**src/rtl/mem_ctrl_pkg.sv**
```systemverilog
// Shared types and helpers for the CPU-word / host-line burst memory controller.
package mem_ctrl_pkg;

    typedef enum logic [1:0] {
        OP_NOP   = 2'b00,
        OP_READ  = 2'b01,
        OP_WRITE = 2'b11
    } opcode_e;

    typedef enum logic [2:0] {
        ST_STARTUP,
        ST_IDLE,
        ST_WFILL,
        ST_WBUBBLE,
        ST_WISSUE,
        ST_RISSUE,
        ST_RDRAIN,
        ST_DONE
    } state_e;

    function automatic int calc_wpl(input int cl_bits, input int word_bits);
        return cl_bits / word_bits;
    endfunction

    function automatic int calc_line_bytes(input int cl_bits);
        return cl_bits / 8;
    endfunction

endpackage

```
**src/rtl/mem_line_buf.sv**
```systemverilog
// One cache line of storage: words shift in from the top, whole lines load in
// parallel, and any single word can be read out by index.
module mem_line_buf #(
    parameter int WORD_SIZE     = 32,
    parameter int CL_SIZE_WIDTH = 512,
    parameter int IDX_W         = 4
) (
    input  logic                     clk,
    input  logic                     rst_n,
    input  logic                     i_shift,
    input  logic                     i_load,
    input  logic [WORD_SIZE-1:0]     i_word,
    input  logic [CL_SIZE_WIDTH-1:0] i_line,
    input  logic [IDX_W-1:0]         i_idx,
    output logic [WORD_SIZE-1:0]     o_word,
    output logic [CL_SIZE_WIDTH-1:0] o_line
);

    logic [CL_SIZE_WIDTH-1:0] r_line;

    // Shifting in at the top leaves the first word of a full line in the lowest slot.
    always_ff @(posedge clk or negedge rst_n) begin
        if (!rst_n) begin
            r_line <= '0;
        end else if (i_load) begin
            r_line <= i_line;
        end else if (i_shift) begin
            r_line <= {i_word, r_line[CL_SIZE_WIDTH-1:WORD_SIZE]};
        end
    end

    assign o_word = r_line[i_idx*WORD_SIZE +: WORD_SIZE];
    assign o_line = r_line;

endmodule

```
**src/rtl/mem_burst_ctrl.sv**
```systemverilog
// Burst controller between the CPU word port and the host DMA line port:
// packs words into lines for host writes and unpacks host lines for CPU reads.
module mem_burst_ctrl
    import mem_ctrl_pkg::*;
#(
    parameter int WORD_SIZE     = 32,
    parameter int CL_SIZE_WIDTH = 512,
    parameter int ADDR_BITCOUNT = 64,
    parameter int MAX_BURST     = 8,
    parameter int BUBBLE_CYCLES = 1,
    parameter int LW            = $clog2(MAX_BURST) + 1
) (
    input  logic                     clk,
    input  logic                     rst_n,
    input  logic                     i_host_init,
    input  logic [ADDR_BITCOUNT-1:0] i_address_offset,
    input  logic                     i_req_valid,
    output logic                     o_req_ready,
    input  logic [1:0]               i_req_op,
    input  logic [ADDR_BITCOUNT-1:0] i_req_addr,
    input  logic [LW-1:0]            i_req_lines,
    input  logic [WORD_SIZE-1:0]     i_wr_data,
    input  logic                     i_wr_valid,
    output logic                     o_wr_ready,
    output logic [WORD_SIZE-1:0]     o_rd_data,
    output logic                     o_rd_valid,
    input  logic                     i_rd_ready,
    output logic                     o_rd_last,
    output logic [ADDR_BITCOUNT-1:0] o_host_addr,
    input  logic [CL_SIZE_WIDTH-1:0] i_host_data_in,
    output logic [CL_SIZE_WIDTH-1:0] o_host_data_out,
    input  logic                     i_host_rd_ready,
    input  logic                     i_host_wr_ready,
    output logic                     o_host_rgo,
    output logic                     o_host_wgo,
    output logic                     o_host_re,
    output logic                     o_host_we,
    output logic                     o_ready,
    output logic                     o_busy,
    output logic                     o_done,
    output logic                     o_err
);

    localparam int WPL = calc_wpl(CL_SIZE_WIDTH, WORD_SIZE);
    localparam int WW  = (WPL > 1) ? $clog2(WPL) : 1;
    localparam int BW  = $clog2(BUBBLE_CYCLES + 1);
    localparam logic [ADDR_BITCOUNT-1:0] LINE_INC = ADDR_BITCOUNT'(calc_line_bytes(CL_SIZE_WIDTH));

    state_e                   r_state;
    state_e                   w_next_state;
    logic [LW-1:0]            r_lines;
    logic [LW-1:0]            r_line_idx;
    logic [WW-1:0]            r_word_idx;
    logic [BW-1:0]            r_bubble_cnt;
    logic [ADDR_BITCOUNT-1:0] r_host_addr;
    logic                     r_err;

    logic                     w_req_ok;
    logic                     w_last_word;
    logic                     w_last_line;
    logic                     w_wr_hs;
    logic                     w_host_rd_hs;
    logic [WORD_SIZE-1:0]     w_buf_word;

    assign w_req_ok     = (i_req_lines != '0) && (i_req_lines <= LW'(MAX_BURST)) && (i_req_op != 2'b10);
    assign w_last_word  = (r_word_idx == WW'(WPL - 1));
    assign w_last_line  = ((r_line_idx + LW'(1)) == r_lines);
    assign w_wr_hs      = (r_state == ST_WFILL) && i_wr_valid;
    assign w_host_rd_hs = (r_state == ST_RISSUE) && i_host_rd_ready;

    mem_line_buf #(
        .WORD_SIZE     (WORD_SIZE),
        .CL_SIZE_WIDTH (CL_SIZE_WIDTH),
        .IDX_W         (WW)
    ) u_line_buf (
        .clk    (clk),
        .rst_n  (rst_n),
        .i_shift(w_wr_hs),
        .i_load (w_host_rd_hs),
        .i_word (i_wr_data),
        .i_line (i_host_data_in),
        .i_idx  (r_word_idx),
        .o_word (w_buf_word),
        .o_line (o_host_data_out)
    );

    always_ff @(posedge clk or negedge rst_n) begin
        if (!rst_n) begin
            r_state <= ST_STARTUP;
        end else begin
            r_state <= w_next_state;
        end
    end

    always_comb begin
        w_next_state = r_state;
        o_req_ready  = 1'b0;
        o_wr_ready   = 1'b0;
        o_rd_valid   = 1'b0;
        o_rd_data    = '0;
        o_rd_last    = 1'b0;
        o_host_rgo   = 1'b0;
        o_host_wgo   = 1'b0;
        o_host_re    = 1'b0;
        o_host_we    = 1'b0;
        o_done       = 1'b0;
        o_ready      = (r_state != ST_STARTUP);
        o_busy       = (r_state != ST_STARTUP) && (r_state != ST_IDLE);
        o_err        = r_err;
        o_host_addr  = r_host_addr;
        case (r_state)
            ST_STARTUP: begin
                if (i_host_init) w_next_state = ST_IDLE;
            end
            ST_IDLE: begin
                o_req_ready = 1'b1;
                if (i_req_valid && w_req_ok) begin
                    if (i_req_op == OP_READ)       w_next_state = ST_RISSUE;
                    else if (i_req_op == OP_WRITE) w_next_state = ST_WFILL;
                end
            end
            ST_WFILL: begin
                o_wr_ready = 1'b1;
                if (i_wr_valid && w_last_word) w_next_state = ST_WBUBBLE;
            end
            ST_WBUBBLE: begin
                o_host_wgo = 1'b1;
                if (r_bubble_cnt == BW'(BUBBLE_CYCLES - 1)) w_next_state = ST_WISSUE;
            end
            ST_WISSUE: begin
                o_host_wgo = 1'b1;
                if (i_host_wr_ready) begin
                    o_host_we    = 1'b1;
                    w_next_state = w_last_line ? ST_DONE : ST_WFILL;
                end
            end
            ST_RISSUE: begin
                o_host_rgo = 1'b1;
                if (i_host_rd_ready) begin
                    o_host_re    = 1'b1;
                    w_next_state = ST_RDRAIN;
                end
            end
            ST_RDRAIN: begin
                o_rd_valid = 1'b1;
                o_rd_data  = w_buf_word;
                o_rd_last  = w_last_word && w_last_line;
                if (i_rd_ready && w_last_word) w_next_state = w_last_line ? ST_DONE : ST_RISSUE;
            end
            ST_DONE: begin
                o_done       = 1'b1;
                w_next_state = ST_IDLE;
            end
            default: w_next_state = ST_STARTUP;
        endcase
    end

    // Burst bookkeeping; the address register wraps silently at the top of the address space.
    always_ff @(posedge clk or negedge rst_n) begin
        if (!rst_n) begin
            r_lines      <= '0;
            r_line_idx   <= '0;
            r_word_idx   <= '0;
            r_bubble_cnt <= '0;
            r_host_addr  <= '0;
            r_err        <= 1'b0;
        end else begin
            r_err <= 1'b0;
            case (r_state)
                ST_IDLE: begin
                    if (i_req_valid) begin
                        if (w_req_ok) begin
                            r_lines     <= i_req_lines;
                            r_host_addr <= i_req_addr + i_address_offset;
                            r_line_idx  <= '0;
                            r_word_idx  <= '0;
                        end else begin
                            r_err <= 1'b1;
                        end
                    end
                end
                ST_WFILL: begin
                    r_bubble_cnt <= '0;
                    if (i_wr_valid) r_word_idx <= w_last_word ? '0 : r_word_idx + WW'(1);
                end
                ST_WBUBBLE: begin
                    r_bubble_cnt <= r_bubble_cnt + BW'(1);
                end
                ST_WISSUE: begin
                    if (i_host_wr_ready && !w_last_line) begin
                        r_host_addr <= r_host_addr + LINE_INC;
                        r_line_idx  <= r_line_idx + LW'(1);
                    end
                end
                ST_RISSUE: begin
                    if (i_host_rd_ready) r_word_idx <= '0;
                end
                ST_RDRAIN: begin
                    if (i_rd_ready) begin
                        if (w_last_word) begin
                            r_word_idx <= '0;
                            if (!w_last_line) begin
                                r_host_addr <= r_host_addr + LINE_INC;
                                r_line_idx  <= r_line_idx + LW'(1);
                            end
                        end else begin
                            r_word_idx <= r_word_idx + WW'(1);
                        end
                    end
                end
                default: ;
            endcase
        end
    end

endmodule

```
**config.mk**
```make
export PLATFORM = sky130hd
export DESIGN_NAME = mem_burst_ctrl
export DESIGN_NICKNAME = d
export VERILOG_FILES = /design/src/rtl/mem_ctrl_pkg.sv /design/src/rtl/mem_line_buf.sv /design/src/rtl/mem_burst_ctrl.sv
export SDC_FILE = /design/constraint.sdc
export NUM_CORES = 2
export LEC_CHECK = 0
export BUFFER_PORTS_ARGS = -buffer_cell sky130_fd_sc_hd__buf_4
export CORE_AREA = 2 2 506 508
export CTS_CLUSTER_SIZE = 40
export DETAILED_ROUTE_END_ITERATION = 16
export DIE_AREA = 0 0 508 510
export PLACE_DENSITY = 0.42
export REMOVE_ABC_BUFFERS = 1
export SETUP_SLACK_MARGIN = 0.05
export SLEW_MARGIN = 20
export SYNTH_ARGS = -nofsm -noshare
export SYNTH_HDL_FRONTEND = slang
export SYNTH_HIERARCHICAL = 1
export SYNTH_SLANG_ARGS = --single-unit
```
**constraint.sdc**
```tcl
create_clock -name clk -period 2.8 [get_ports clk]
set_clock_uncertainty 0.2 [all_clocks]
set_input_delay 0.42 -clock clk [delete_from_list [all_inputs] [get_ports clk]]
set_output_delay 0.42 -clock clk [all_outputs]
set_load 0.02 [all_outputs]
```
==> results.ini <==
[synthesis]
netlist.area_leader.share_pct=41.6
netlist_instances=3683
async_reset_ff_share_pct=100
synth_common_cells=nand2_1 (682), o21ai_0 (604), dfrtp_1 (593), mux2i_1 (516), a21oi_1 (156)
synth_edf_count=0
synth_area_um2=35700
ys_seq_area_share_pct=41.6
synth-main-ff-cell=dfrtp_1
yosysTopAreaCell=dfrtp_1
yosysMostFrequentCell=nand2_1
syn_area_per_cell_um2=9.68
synthTopCellsByArea=dfrtp_1 (42%), mux2i_1 (14%), o21ai_0 (8.5%)
synth_seq_cells=593
ys_warn_count=6
synth.distinct_cells=81

[power]
seqPwrFrac_pct=27.1
p_sw_mw=30.5
switching_share_pct=47.3
p_leak_nw=26.8
peakVddDrop_mv=0.472
combinationalPowerShare_pct=56.4
internal_power_mw=34.0
pwr-share-clk_pct=16.6
power.density_nw_per_um2=1010

[floorplanning]
die_area_um2=259000
die_h_um=510
ios=1306
initial_core_util_pct=14.1
core-area_um2=253000
rows=185
die_x_um=508

[timing]
period_share_pct=130
slew_viol_final=0
max_clock_freq_mhz=275
min_period_ns=3.63
setup-violations-final=58
rsz0062_at_grt=true
slew_headroom_pct=39.9
hold_violations=0
worst_pin_slew_ns=0.898
layout_setup_ws_ns=-0.833

[global_routing]
grt_antenna_before_repair=42
grt_max_degree=85
grt_pass1_vias=41632
track_usage_pct=19.2
grt_pass1_wl_um=350000
overflow=0

[detailed_routing]
avgViaCountPerCell=4.32
drcViolationCount=0
drtPass1Iterations=5
antenna_left=0
wl_per_cell_um=27.7
drt_iter0_drc=3361
vias=40687
totalWireLength_um=260000

[finish]
syn2layout_area_growth_pct=78.8
finalInstanceArea_um2=63800
nNetsFinal=6722
final_util_pct=25.2
num-fill-cells=27457
drive_gt1_share_pct=39.2

[clocking]
clock_latency_ns=0.71
clk_pin_slew_ns=0.06
cts_tree=built
cts_buffer_depth=3
cts_buffers=81
cts_sinks=593
htree_levels=3
cts_root_buffer=clkbuf_16

[min_path]
hp-class=primary input to flip-flop
hp-start=i_host_rd_ready

[critical_path]
cp-end-kind=output pin
worstPathRequired_ns=2.18
cp-start-kind=flip-flop
rr_startpoint=r_word_idx[0]$_DFFE_PN0P_
cp_max_fo=5
critical_path_arrival_ns=3.01
startpoint=r_word_idx[0]$_DFFE_PN0P_
path_class=flip-flop to output pin

[run_status]
run_status=complete, but fails checks
violations=negative setup slack

[placed_design]
dpl_cell_area_um2=53200
place.gp.congestion=0.939
hpwlAfterDp_um=209000
port_buffers=1305

[job]
maxCapViolCount=0

-- registers in the layout (all words and copies together), names as in the netlist --
signal	cells
o_err	1
o_host_addr	64
r_bubble_cnt	1
r_line_idx	4
r_lines	4
r_state	3
r_word_idx	4
u_line_buf/o_line	512
-- cells in the final DEF, fill, tap and decap left out, types with 11 or more instances in the layout --
cell           count
a21oi_1          150
a21o_1            33
a22oi_1           30
nor2_1            76
mux4_2           128
nor3_1            17
buf_6             58
nand4_1           36
buf_8             14
ha_4              11
clkbuf_1          25
ha_1              51
diode_2           23
o22ai_1           15
clkbuf_16         82
o21ai_0          593
a31oi_1           12
buf_12            60
o21bai_1          16
dfrtp_1          589
and3_1            38
buf_4           1786
o21ai_1           11
a22oi_2           35
nand2_1          670
nand2_2           12
dlygate4sd3_1    558
xor2_1            20
inv_1             28
and3_4            17
mux2i_1          516
xnor2_1           37
nand3_1           38
-- logic make-up (layout without fill, tap and decap cells) --
| family | Yosys count | after routing | synth area share, % |
|---|---|---|---|
| AOI/OAI and AO/OA | 1002 | 1002 | 15.9 |
| xor gates and xnor gates | 59 | 59 | 1.45 |
| adders and majority gates | 67 | 67 | 2.37 |
| buffers and inverters | 319 | 2657 | 3.91 |
| DFF | 593 | 593 | 41.6 |
| muxes | 648 | 648 | 22.7 |
| other | 0 | 23 | 0 |
| and+or+nand+nor | 995 | 995 | 12.0 |
-- per-layer routing --
layer	track usage, %	vias up	part of all wire, %
li1	-	17974	-
met1	24.4	20669	42
met2	30.1	1728	45
met3	6.92	306	9.5
met4	6.03	10	3.2
met5	0	-	0.025
-- worst max-delay path, stage by stage, from the launching register on --
cell	delay, ns
dfrtp_4	0.50
buf_12	0.16
buf_16	0.13
buf_16	0.15
buf_12	0.17
mux4_2	0.44
a22oi_2	0.24
nand2_4	0.15
and3_4	0.20
buf_6	0.13
-- final timing paths --
| kind | end | cells after the start | slack [ns] |
|---|---|---|---|
| max | o_rd_data[19] | 9 | -0.83 |
| min | r_state[0]$_DFFE_PN0P_ | 5 | 0.09 |
| max reg2reg | o_host_addr[56]$_DFFE_PN0P_ | 14 | -0.14 |
| min reg2reg | o_host_addr[5]$_DFFE_PN0P_ | 2 | 0.30 |
| max in group asynchronous | u_line_buf/o_line[22]$_DFFE_PN0P_ | 3 | 0.79 |
| min in group asynchronous | u_line_buf/o_line[23]$_DFFE_PN0P_ | 3 | 0.33 |
-- power groups by stage --
stage,combinational (mW),sequential (mW),clock [mW]
global placement,33.2,17.4,0
CTS,36.0,17.4,11.0
global route,38.5,17.9,11.3
finish,36.4,17.4,10.7
detailed placement,33.2,17.4,0
floorplan,11.4,21.1,0
-- metrics by stage --
| step | instances | setup WS, ns | hold slack (ns) | setup TNS, ns | power, mW |
|---|---|---|---|---|---|
| after floorplan | 3395 | -17.44 | -0.0756 | -9473.50 | 32.4 |
| after global placement | 8615 | -1.39 | 0.182 | -48.35 | 50.5 |
| after detailed placement | 8615 | -1.38 | 0.182 | -47.85 | 50.6 |
| after CTS | 9373 | -0.908 | 0.000556 | -29.33 | 64.4 |
| after global routing | 9404 | -0.908 | 0.0624 | -33.56 | 67.7 |
| final | 9410 | -0.833 | 0.0945 | -24.79 | 64.5 |
-- area by class of cell --
class | instances | area, um2 | share of cell area, %
antenna | 23 | 57.6 | 0.0903
clock buffer | 112 | 2200 | 3.46
clock inverter | 23 | 377 | 0.591
inverter | 31 | 121 | 0.190
multi-input combinational | 2771 | 20400 | 32.1
sequential | 593 | 14900 | 23.3
tap | 3366 | 4210 | 6.61
timing repair buffer | 2491 | 21500 | 33.7
-- timing repair --
item / in CTS / in global routing
hold buffers: 558 / 0
pin swaps: 69 / 39
gates resized for setup: 220 / 98
hold endpoints to repair: 947 / 0
setup endpoints to repair: 82 / 109
buffers inserted: 57 / 14
gates cloned: 9 / 1
No activity file was read; power rests on OpenSTA's default activity.
